==> src/rtl/calc_pkg.sv <==
// Shared types and constants for the keypad calculator sequencer.
// The optional ENTER debouncer is enabled with the CALC_DEBOUNCE_EN macro.
package calc_pkg;

  localparam int N_DEFAULT = 8;

  typedef enum logic [1:0] {
    LOAD_A = 2'b00,
    LOAD_B = 2'b01,
    EXEC   = 2'b10,
    SHOW   = 2'b11
  } state_e;

  localparam logic OP_ADD = 1'b0;
  localparam logic OP_SUB = 1'b1;

endpackage

==> src/rtl/calc_sequencer_key_pulse.sv <==
// Turns the raw asynchronous ENTER level into a single-cycle pulse.
// Define CALC_DEBOUNCE_EN to insert a stable-level debouncer after the synchronizer.
module key_pulse #(
  parameter int DEBOUNCE_CYCLES = 16
) (
  input  logic CLK,
  input  logic RESET,
  input  logic raw_i,
  output logic pulse_o
);

  logic [1:0] sync_q;
  logic       prev_q;
  logic       level;

  // NOTE: all state updates use non-blocking assignments so every register
  // samples values from before the edge, independent of statement order.
  always_ff @(posedge CLK) begin
    if (RESET) begin
      sync_q <= '0;
      prev_q <= 1'b0;
    end else begin
      sync_q <= {sync_q[0], raw_i};
      prev_q <= level;
    end
  end

`ifdef CALC_DEBOUNCE_EN
  localparam int DW = $clog2(DEBOUNCE_CYCLES + 1);

  logic [DW-1:0] db_cnt_q;
  logic          db_q;

  // The debounced level only follows a new level held for DEBOUNCE_CYCLES edges.
  always_ff @(posedge CLK) begin
    if (RESET) begin
      db_cnt_q <= '0;
      db_q     <= 1'b0;
    end else if (sync_q[1] == db_q) begin
      db_cnt_q <= '0;
    end else if (db_cnt_q == DW'(DEBOUNCE_CYCLES - 1)) begin
      db_cnt_q <= '0;
      db_q     <= sync_q[1];
    end else begin
      db_cnt_q <= db_cnt_q + DW'(1);
    end
  end

  assign level = db_q;
`else
  localparam int unused_debounce_cycles = DEBOUNCE_CYCLES;

  assign level = sync_q[1];
`endif

  assign pulse_o = level & ~prev_q;

endmodule

==> src/rtl/calc_sequencer.sv <==
// Control FSM sequencing the shared external adder/subtractor of the keypad calculator.
// Build with CALC_DEBOUNCE_EN defined to debounce the ENTER key.
module calc_sequencer
  import calc_pkg::*;
#(
  parameter int N               = N_DEFAULT,
  parameter int SETTLE_CYCLES   = 2,
  parameter int DEBOUNCE_CYCLES = 16
) (
  input  logic         CLK,
  input  logic         RESET,
  input  logic         ENTER,
  input  logic         ABORT,
  input  logic         OP,
  input  logic         ISVALID,
  input  logic [N-1:0] BinTC,
  input  logic [N-1:0] SUM,
  input  logic         COUT,
  output logic [N-1:0] OPA,
  output logic [N-1:0] OPB,
  output logic         ADD_SUB,
  output logic [N-1:0] RESULT,
  output logic         COUT_Q,
  output logic         OVF,
  output logic         ERR,
  output logic         DONE,
  output logic [1:0]   STATE,
  output logic [N-1:0] DISP
);

  localparam int CW = (SETTLE_CYCLES > 1) ? $clog2(SETTLE_CYCLES) : 1;

  state_e         state_q;
  logic [N-1:0]   opa_q, opb_q, result_q, disp_q;
  logic           add_sub_q, cout_q, ovf_q, err_q, done_q;
  logic [CW-1:0]  cnt_q;

  logic           ent;
  logic [N-1:0]   bx;
  logic           ovf_d;
  logic [N-1:0]   disp_d;

  key_pulse #(
    .DEBOUNCE_CYCLES(DEBOUNCE_CYCLES)
  ) u_key_pulse (
    .CLK    (CLK),
    .RESET  (RESET),
    .raw_i  (ENTER),
    .pulse_o(ent)
  );

  // Signed overflow: both addends share a sign and the sum's sign differs.
  assign bx    = (add_sub_q == OP_SUB) ? ~opb_q : opb_q;
  assign ovf_d = (opa_q[N-1] == bx[N-1]) && (SUM[N-1] != opa_q[N-1]);

  // NOTE: every always_comb output gets a value on every path (default first)
  // so no latch is inferred.
  always_comb begin
    disp_d = BinTC;
    unique case (state_q)
      LOAD_A, LOAD_B: disp_d = BinTC;
      EXEC:           disp_d = opb_q;
      SHOW:           disp_d = result_q;
      default:        disp_d = BinTC;
    endcase
  end

  always_ff @(posedge CLK) begin
    if (RESET) begin
      state_q   <= LOAD_A;
      opa_q     <= '0;
      opb_q     <= '0;
      add_sub_q <= OP_ADD;
      result_q  <= '0;
      cout_q    <= 1'b0;
      ovf_q     <= 1'b0;
      err_q     <= 1'b0;
      done_q    <= 1'b0;
      cnt_q     <= '0;
      disp_q    <= '0;
    end else begin
      disp_q <= disp_d;
      if (ABORT) begin
        // Operands and result are kept so the user can still read them.
        state_q <= LOAD_A;
        done_q  <= 1'b0;
        err_q   <= 1'b0;
      end else begin
        unique case (state_q)
          LOAD_A: begin
            if (ent) begin
              if (ISVALID) begin
                opa_q   <= BinTC;
                err_q   <= 1'b0;
                state_q <= LOAD_B;
              end else begin
                err_q <= 1'b1;
              end
            end
          end
          LOAD_B: begin
            if (ent) begin
              if (ISVALID) begin
                opb_q     <= BinTC;
                add_sub_q <= OP;
                err_q     <= 1'b0;
                cnt_q     <= CW'(SETTLE_CYCLES - 1);
                state_q   <= EXEC;
              end else begin
                err_q <= 1'b1;
              end
            end
          end
          EXEC: begin
            // Adder inputs are frozen here; keypad entries are dropped.
            if (cnt_q == '0) begin
              result_q <= SUM;
              cout_q   <= COUT;
              ovf_q    <= ovf_d;
              done_q   <= 1'b1;
              state_q  <= SHOW;
            end else begin
              cnt_q <= cnt_q - CW'(1);
            end
          end
          SHOW: begin
            if (ent) begin
              if (ISVALID) begin
                opa_q   <= BinTC;
                done_q  <= 1'b0;
                err_q   <= 1'b0;
                state_q <= LOAD_B;
              end else begin
                err_q <= 1'b1;
              end
            end
          end
          default: state_q <= LOAD_A;
        endcase
      end
    end
  end

  assign OPA     = opa_q;
  assign OPB     = opb_q;
  assign ADD_SUB = add_sub_q;
  assign RESULT  = result_q;
  assign COUT_Q  = cout_q;
  assign OVF     = ovf_q;
  assign ERR     = err_q;
  assign DONE    = done_q;
  assign STATE   = state_q;
  assign DISP    = disp_q;

endmodule

==> config.mk <==
export PLATFORM = sky130hd
export DESIGN_NAME = calc_sequencer
export DESIGN_NICKNAME = d
export VERILOG_FILES = /design/src/rtl/calc_pkg.sv /design/src/rtl/calc_sequencer_key_pulse.sv /design/src/rtl/calc_sequencer.sv
export SDC_FILE = /design/constraint.sdc
export NUM_CORES = 1
export LEC_CHECK = 0
export BUFFER_PORTS_ARGS = -buffer_cell sky130_fd_sc_hd__buf_2
export CORE_MARGIN = 2
export CORE_UTILIZATION = 53
export DETAILED_ROUTE_END_ITERATION = 6
export GPL_TIMING_DRIVEN = 1
export PLACE_DENSITY = 0.83
export SYNTH_ARGS = -nofsm -noshare
export SYNTH_HDL_FRONTEND = slang
export SYNTH_SLANG_ARGS = --single-unit
==> constraint.sdc <==
create_clock -name CLK -period 3.8 [get_ports CLK]
set_input_delay 0.19 -clock CLK [delete_from_list [all_inputs] [get_ports CLK]]
set_output_delay 0.19 -clock CLK [all_outputs]
set_load 0.05 [all_outputs]
==> flow_summary.json, run 1 <==
{
  "clockBufferDepth": 2,
  "arrival_ps": 2520,
  "crit_fanout": 17,
  "dieArea_um2": 4060,
  "r2r-start": "STATE[1]",
  "core-area_um2": 3390,
  "netlist_top_cells_count": "dfxtp_1, mux2i_1, nand2b_1, nor2b_1, nor2_1",
  "diodes": 0,
  "synth.distinct_cells": 26,
  "post-route-period-util_pct": 60.5,
  "clk_pin_slew_ps": 120,
  "reg2reg_depth": 4,
  "drt-initial-drc-count": 50,
  "drc": 0,
  "cp-end-kind": "flip-flop",
  "nets": 271,
  "fin_worst_skew_ps": 10.6,
  "finalHoldViolCount": 0,
  "synth_area_um2": 1890,
  "synthTopCellsByArea": "dfxtp_1, mux2i_1, nand2b_1",
  "yosysMostFrequentCell": "dfxtp_1",
  "std_cell_rows": 21,
  "synth_top_area_share_pct": 45.5,
  "yosysTopAreaCell": "dfxtp_1",
  "tns_ps": 0,
  "critPathSlowestCell": "nor3b_2",
  "ant_nets": 0,
  "wl_per_cell_um": 12.8,
  "synth_edf_count": 0,
  "maxSlewHeadroom_pct": 34.3,
  "utilization_pct": 67.5,
  "final_max_slew_viol_count": 0,
  "worstSkewPairLatency_ps": 350,
  "synth_cells": 187,
  "place_congestion": 0.775,
  "cp.required_ps": 4020,
  "grt_pass1_vias": 1340,
  "cts_resized": 0,
  "syn2layout_area_growth_pct": 20.9,
  "ios": 62,
  "cts.sinks": 43,
  "portBuffers": 61,
  "worstHoldPathCells": 2,
  "reg2reg_slack_ps": 1500,
  "cp-start-kind": "flip-flop",
  "async_flop_share_pct": 0,
  "place.detailed.hpwl_mm": 2.79,
  "drive_above_1_share_pct": 30.2,
  "dr.pass1.iters": 4,
  "antenna_found_initial": 0,
  "cts_tree": "yes",
  "initial_core_util_pct": 55.8,
  "grt.total_usage_pct": 20.0,
  "viasPerCell": 5.09,
  "p_leak_uw": 0.00104,
  "ys_ff_latch": 43,
  "ir_drop_v": 0.000228,
  "endpoint": "RESULT[0]",
  "grt_overflow_total": 0,
  "grt_max_degree": 51,
  "cp.depth": 4,
  "worstMarginPinSlew_ps": 981,
  "status": "complete, no violations",
  "yosys_most_used_dff": "dfxtp_1",
  "cp_slowest_stage_delay_ps": 880,
  "yosys_warnings": 0,
  "postCtsSetupRepairBufs": 0,
  "timing.rr.end": "RESULT[0]",
  "rsz0062_at_grt": "false",
  "hold_buffers": 0,
  "setup_viol": 0,
  "cpLargestDelayFamily": "simple AND/OR/NAND/NOR gates",
  "cts_buffers": 5,
  "die_h_um": 63.7,
  "max_freq_mhz": 435,
  "wirelength_mm": 3.71,
  "grt_pass1_wl_mm": 6.30,
  "vias": 1482,
  "max_cap_viol_count": 0,
  "powerDensity_nw_per_um2": 372,
  "die_w_um": 63.7,
  "hold_path_class": "primary input to flip-flop",
  "syn_area_per_cell_um2": 10.1,
  "htree_levels": 2,
  "critical_path_class": "flip-flop to flip-flop",
  "crit_chain": "ha_1 -> nor3b_2 -> mux2i_1 -> nor2_1",
  "seq_area_frac_synth_pct": 45.5,
  "startpoint": "STATE[1]",
  "worst-path-buf-inv": 0,
  "min_period_ps": 2300,
  "synth_fp_nets": 214,
  "cts_root_buffer": "clkbuf_4"
}
## cell type report
class / count / area [um2]
clock buffer: 6 / 51.3
multi-input combinational: 129 / 958
sequential: 43 / 861
timing repair buffer: 62 / 313
inverter: 3 / 11.3
tap: 46 / 57.6
fill: 296 / 1100
clock inverter: 2 / 35.0
## stage by stage
| stage | std cells | hold slack (ps) | worst slack, ps | total power, uW | area (um2) |
|---|---|---|---|---|---|
| after floorplan | 187 | 284 | 1960 | 540 | 1890 |
| after global placement | 283 | 401 | 1630 | 567 | 2200 |
| after detailed placement | 283 | 409 | 1510 | 568 | 2200 |
| after CTS | 291 | 41.0 | 1470 | 860 | 2290 |
| after global routing | 291 | 48.2 | 1240 | 887 | 2290 |
| final | 291 | 49.5 | 1500 | 852 | 2290 |
## routing by layer
layer	up-vias	part of all wire (%)	GRT usage [%]
li1	765	-	-
met1	658	49	26.7
met2	55	43	29.2
met3	4	7.4	5.46
met4	0	0.97	10.9
met5	-	0	0
## how the worst min path moves through the flow
stage / startpoint / end / slack [ps]
floorplan: ISVALID / ERR / 280
detailed placement: ENTER / u_key_pulse.sync_q[0] / 410
CTS: ENTER / u_key_pulse.sync_q[0] / 40
global placement: ENTER / u_key_pulse.sync_q[0] / 400
global route: ENTER / u_key_pulse.sync_q[0] / 50
finish: ENTER / u_key_pulse.sync_q[0] / 50
## logic make-up (layout without fill, tap and decap cells)
| logic type | after synthesis | after routing | synth area share (%) |
|---|---|---|---|
| multiplexers | 28 | 28 | 14.9 |
| XOR/XNOR | 1 | 1 | 0.463 |
| AND/OR/NAND/NOR | 68 | 68 | 21.7 |
| AO/OA/AOI/OAI | 28 | 28 | 11.0 |
| buffers and inverters | 15 | 73 | 3.84 |
| adder cells (fa/ha/maj) | 4 | 4 | 2.65 |
| flip-flops | 43 | 43 | 45.5 |
## flip-flops by register name, summed over array words and instances (netlist names), 2 cells and up
register and cells:
RESULT 8, u_key_pulse.sync_q 2, OPB 8, STATE 2
DISP 8, OPA 8
## placed cells by master, fill, tap and decap left out
master / synthesis / routed
a211o_1: 2 / 2
a211oi_1: 11 / 11
a21oi_1: 3 / 3
a311oi_1: 8 / 8
and2_1: 1 / 1
buf_2: 4 / 61
buf_4: 1 / 1
bufinv_16: 0 / 1
clkbuf_4: 0 / 5
clkbuf_8: 0 / 1
clkinv_2: 0 / 1
dfxtp_1: 43 / 43
ha_1: 4 / 4
inv_1: 3 / 3
mux2_2: 1 / 1
mux2i_1: 27 / 27
nand2b_1: 26 / 26
nand3b_4: 1 / 1
nor2_1: 12 / 12
nor2b_1: 15 / 15
nor3_1: 8 / 8
nor3b_1: 2 / 2
nor3b_2: 1 / 1
o21ai_0: 3 / 3
o21bai_1: 1 / 1
or2_2: 1 / 1
or3b_1: 1 / 1
xor2_1: 1 / 1
## where the power goes
part	leakage [uW]	total, uW	switching, uW	internal, uW
logic	0.000638	92.8	59.0	33.8
clock network	0.0000482	294	138	155
registers	0.000349	465	4.49	460
(Power assumes the default switching activity.)
==> run 2: changes to the inputs <==
Settings changed: CORE_UTILIZATION 53 to 50, PLACE_DENSITY 0.83 to 0.79.
Clock period 3.8 ns to 2.15 ns, I/O delays scaled along.
==> run 2 against run 1 <==
Net effect:
- non-clock buffer count rose by 2
- clock-buffer cell count rose by 1
- cell count rose by 1.4%
- clock skew fell by 6.0 ps
- clock power rose by 61%
- worst hold slack got worse by 16 ps
- sequential cell count did not move
- final area rose by 0.55%
- largest cell class unchanged
==> flow_summary.json, run 2 (same netlist as run 1, synthesis figures left out) <==
{
  "cp-start-kind": "flip-flop",
  "ir_drop_v": 0.000425,
  "initial_core_util_pct": 51.7,
  "post-route-period-util_pct": 77.2,
  "dr.pass1.iters": 4,
  "vias": 1440,
  "p_leak_uw": 0.00104,
  "worstMarginPinSlew_ps": 708,
  "arrival_ps": 1880,
  "grt_pass1_vias": 1321,
  "grt_pass1_wl_mm": 6.25,
  "multiInputGateArea_um2": 958,
  "power_frac_comb_pct": 11.3,
  "cp.required_ps": 2370,
  "max_cap_viol_count": 0,
  "status": "complete, no violations",
  "ios": 62,
  "cts.sinks": 43,
  "cts_root_buffer": "clkbuf_8",
  "min_period_ps": 1660,
  "finalHoldViolCount": 0,
  "place.detailed.hpwl_mm": 2.84,
  "worstSkewPairLatency_ps": 290,
  "layout_commonest_cell": "buf_2",
  "die_h_um": 65.5,
  "antenna_found_initial": 0,
  "dieArea_um2": 4290,
  "postCtsSetupRepairBufs": 0,
  "critical_path_class": "flip-flop to flip-flop",
  "p_int_uw": 1100,
  "maxSlewHeadroom_pct": 52.8,
  "fin_worst_skew_ps": 4.67,
  "cp-end-kind": "flip-flop",
  "nets": 273,
  "clk_pin_slew_ps": 70,
  "crit_chain": "inv_1 -> ha_1 -> and2_1 -> a211o_1 -> a21oi_1",
  "crit_fanout": 20,
  "hold_path_class": "primary input to flip-flop",
  "cts_tree": "yes",
  "viasPerCell": 4.88,
  "drive_above_1_share_pct": 30.0,
  "grt_overflow_total": 0,
  "core-area_um2": 3660,
  "place_congestion": 0.822,
  "switching_share_pct": 24.5,
  "grt.total_usage_pct": 19.4,
  "powerDensity_nw_per_um2": 634,
  "std_cell_rows": 22,
  "tns_ps": 0,
  "syn2layout_area_growth_pct": 21.6,
  "die_w_um": 65.5,
  "rsz0062_at_grt": "false",
  "wl_per_cell_um": 12.9,
  "htree_levels": 2,
  "post-route-cell-area_um2": 2300,
  "wirelength_mm": 3.80,
  "power.switching_uw": 357,
  "utilization_pct": 62.8,
  "cp_slowest_stage_delay_ps": 400,
  "final_max_slew_viol_count": 0,
  "final_cell_mix": "buf_2, dfxtp_1, mux2i_1",
  "critPathSlowestCell": "dfxtp_1",
  "diodes": 0,
  "drt-initial-drc-count": 95,
  "cts_resized": 0,
  "hold_buffers": 0,
  "portBuffers": 61,
  "seqPwrFrac_pct": 56.3,
  "grt_max_degree": 51,
  "ant_nets": 0,
  "clock_power_share_pct": 32.4,
  "dpl_cell_area_um2": 2220,
  "regArea_um2": 861,
  "clockBufferDepth": 2,
  "cts_buffers": 5,
  "drc": 0,
  "setup_viol": 0,
  "fillers": 334,
  "max_freq_mhz": 603
}
[run 2: changes by cell type in the layout (fill, tap and decap cells not counted)]
cell / change
clkbuf_8: +4
clkbuf_4: -5
clkbuf_1: +2
bufinv_16: -1
buf_4: +2
[run 2: final timing paths]
check        slack [ps]  depth (start not counted)                   from                    end
min reg2reg         450                          1  u_key_pulse.sync_q[0]  u_key_pulse.sync_q[1]
max reg2reg         490                          5               STATE[0]               STATE[0]
max                 490                          5               STATE[0]               STATE[0]
min                  30                          2                  ENTER  u_key_pulse.sync_q[0]
[run 2: cell type report]
cell class | count | area share (%)
clock buffer | 7 | 3.32
sequential | 43 | 37.4
clock inverter | 1 | 0.218
timing repair buffer | 64 | 14.3
multi-input combinational | 129 | 41.7
tap | 48 | 2.61
inverter | 3 | 0.490
[run 2: power by group through the flow]
stage / combinational (uW) / sequential [uW] / clock [uW]
2_1_floorplan: 65.4 / 890 / 0
3_3_place_gp: 164 / 839 / 0
3_5_place_dp: 166 / 840 / 0
4_1_cts: 166 / 821 / 490
5_1_grt: 180 / 823 / 526
6_report: 165 / 821 / 473
[run 2: per-layer routing]
| layer | routed length (um) | vias to the layer above | part of all wire (%) | GRT usage, % |
|---|---|---|---|---|
| met1 | 1850 | 631 | 49 | 26.6 |
| met3 | 219 | 2 | 5.8 | 5.99 |
| met5 | 0 | - | 0 | 0 |
| met4 | 27 | 0 | 0.71 | 7.81 |
| li1 | - | 767 | - | - |
| met2 | 1700 | 40 | 45 | 28.4 |
[run 2: through the flow]
stage | hold slack [ps] | std cells | setup WS [ps] | total power, uW
floorplan | 201 | 187 | 305 | 955
global route | 40.0 | 295 | 357 | 1530
detailed placement | 327 | 287 | 510 | 1010
global placement | 320 | 287 | 581 | 1000
finish | 33.3 | 295 | 491 | 1460
CTS | 20.7 | 295 | 491 | 1480
[run 2: critical path: cells and delay by family, from the launching register on]
family,cells,cell delay (ps)
AND/OR/NAND/NOR,1,310
flip-flops,1,400
buffers and inverters,1,80
AO/OA/AOI/OAI,2,400
adder cells (fa/ha/maj),1,400
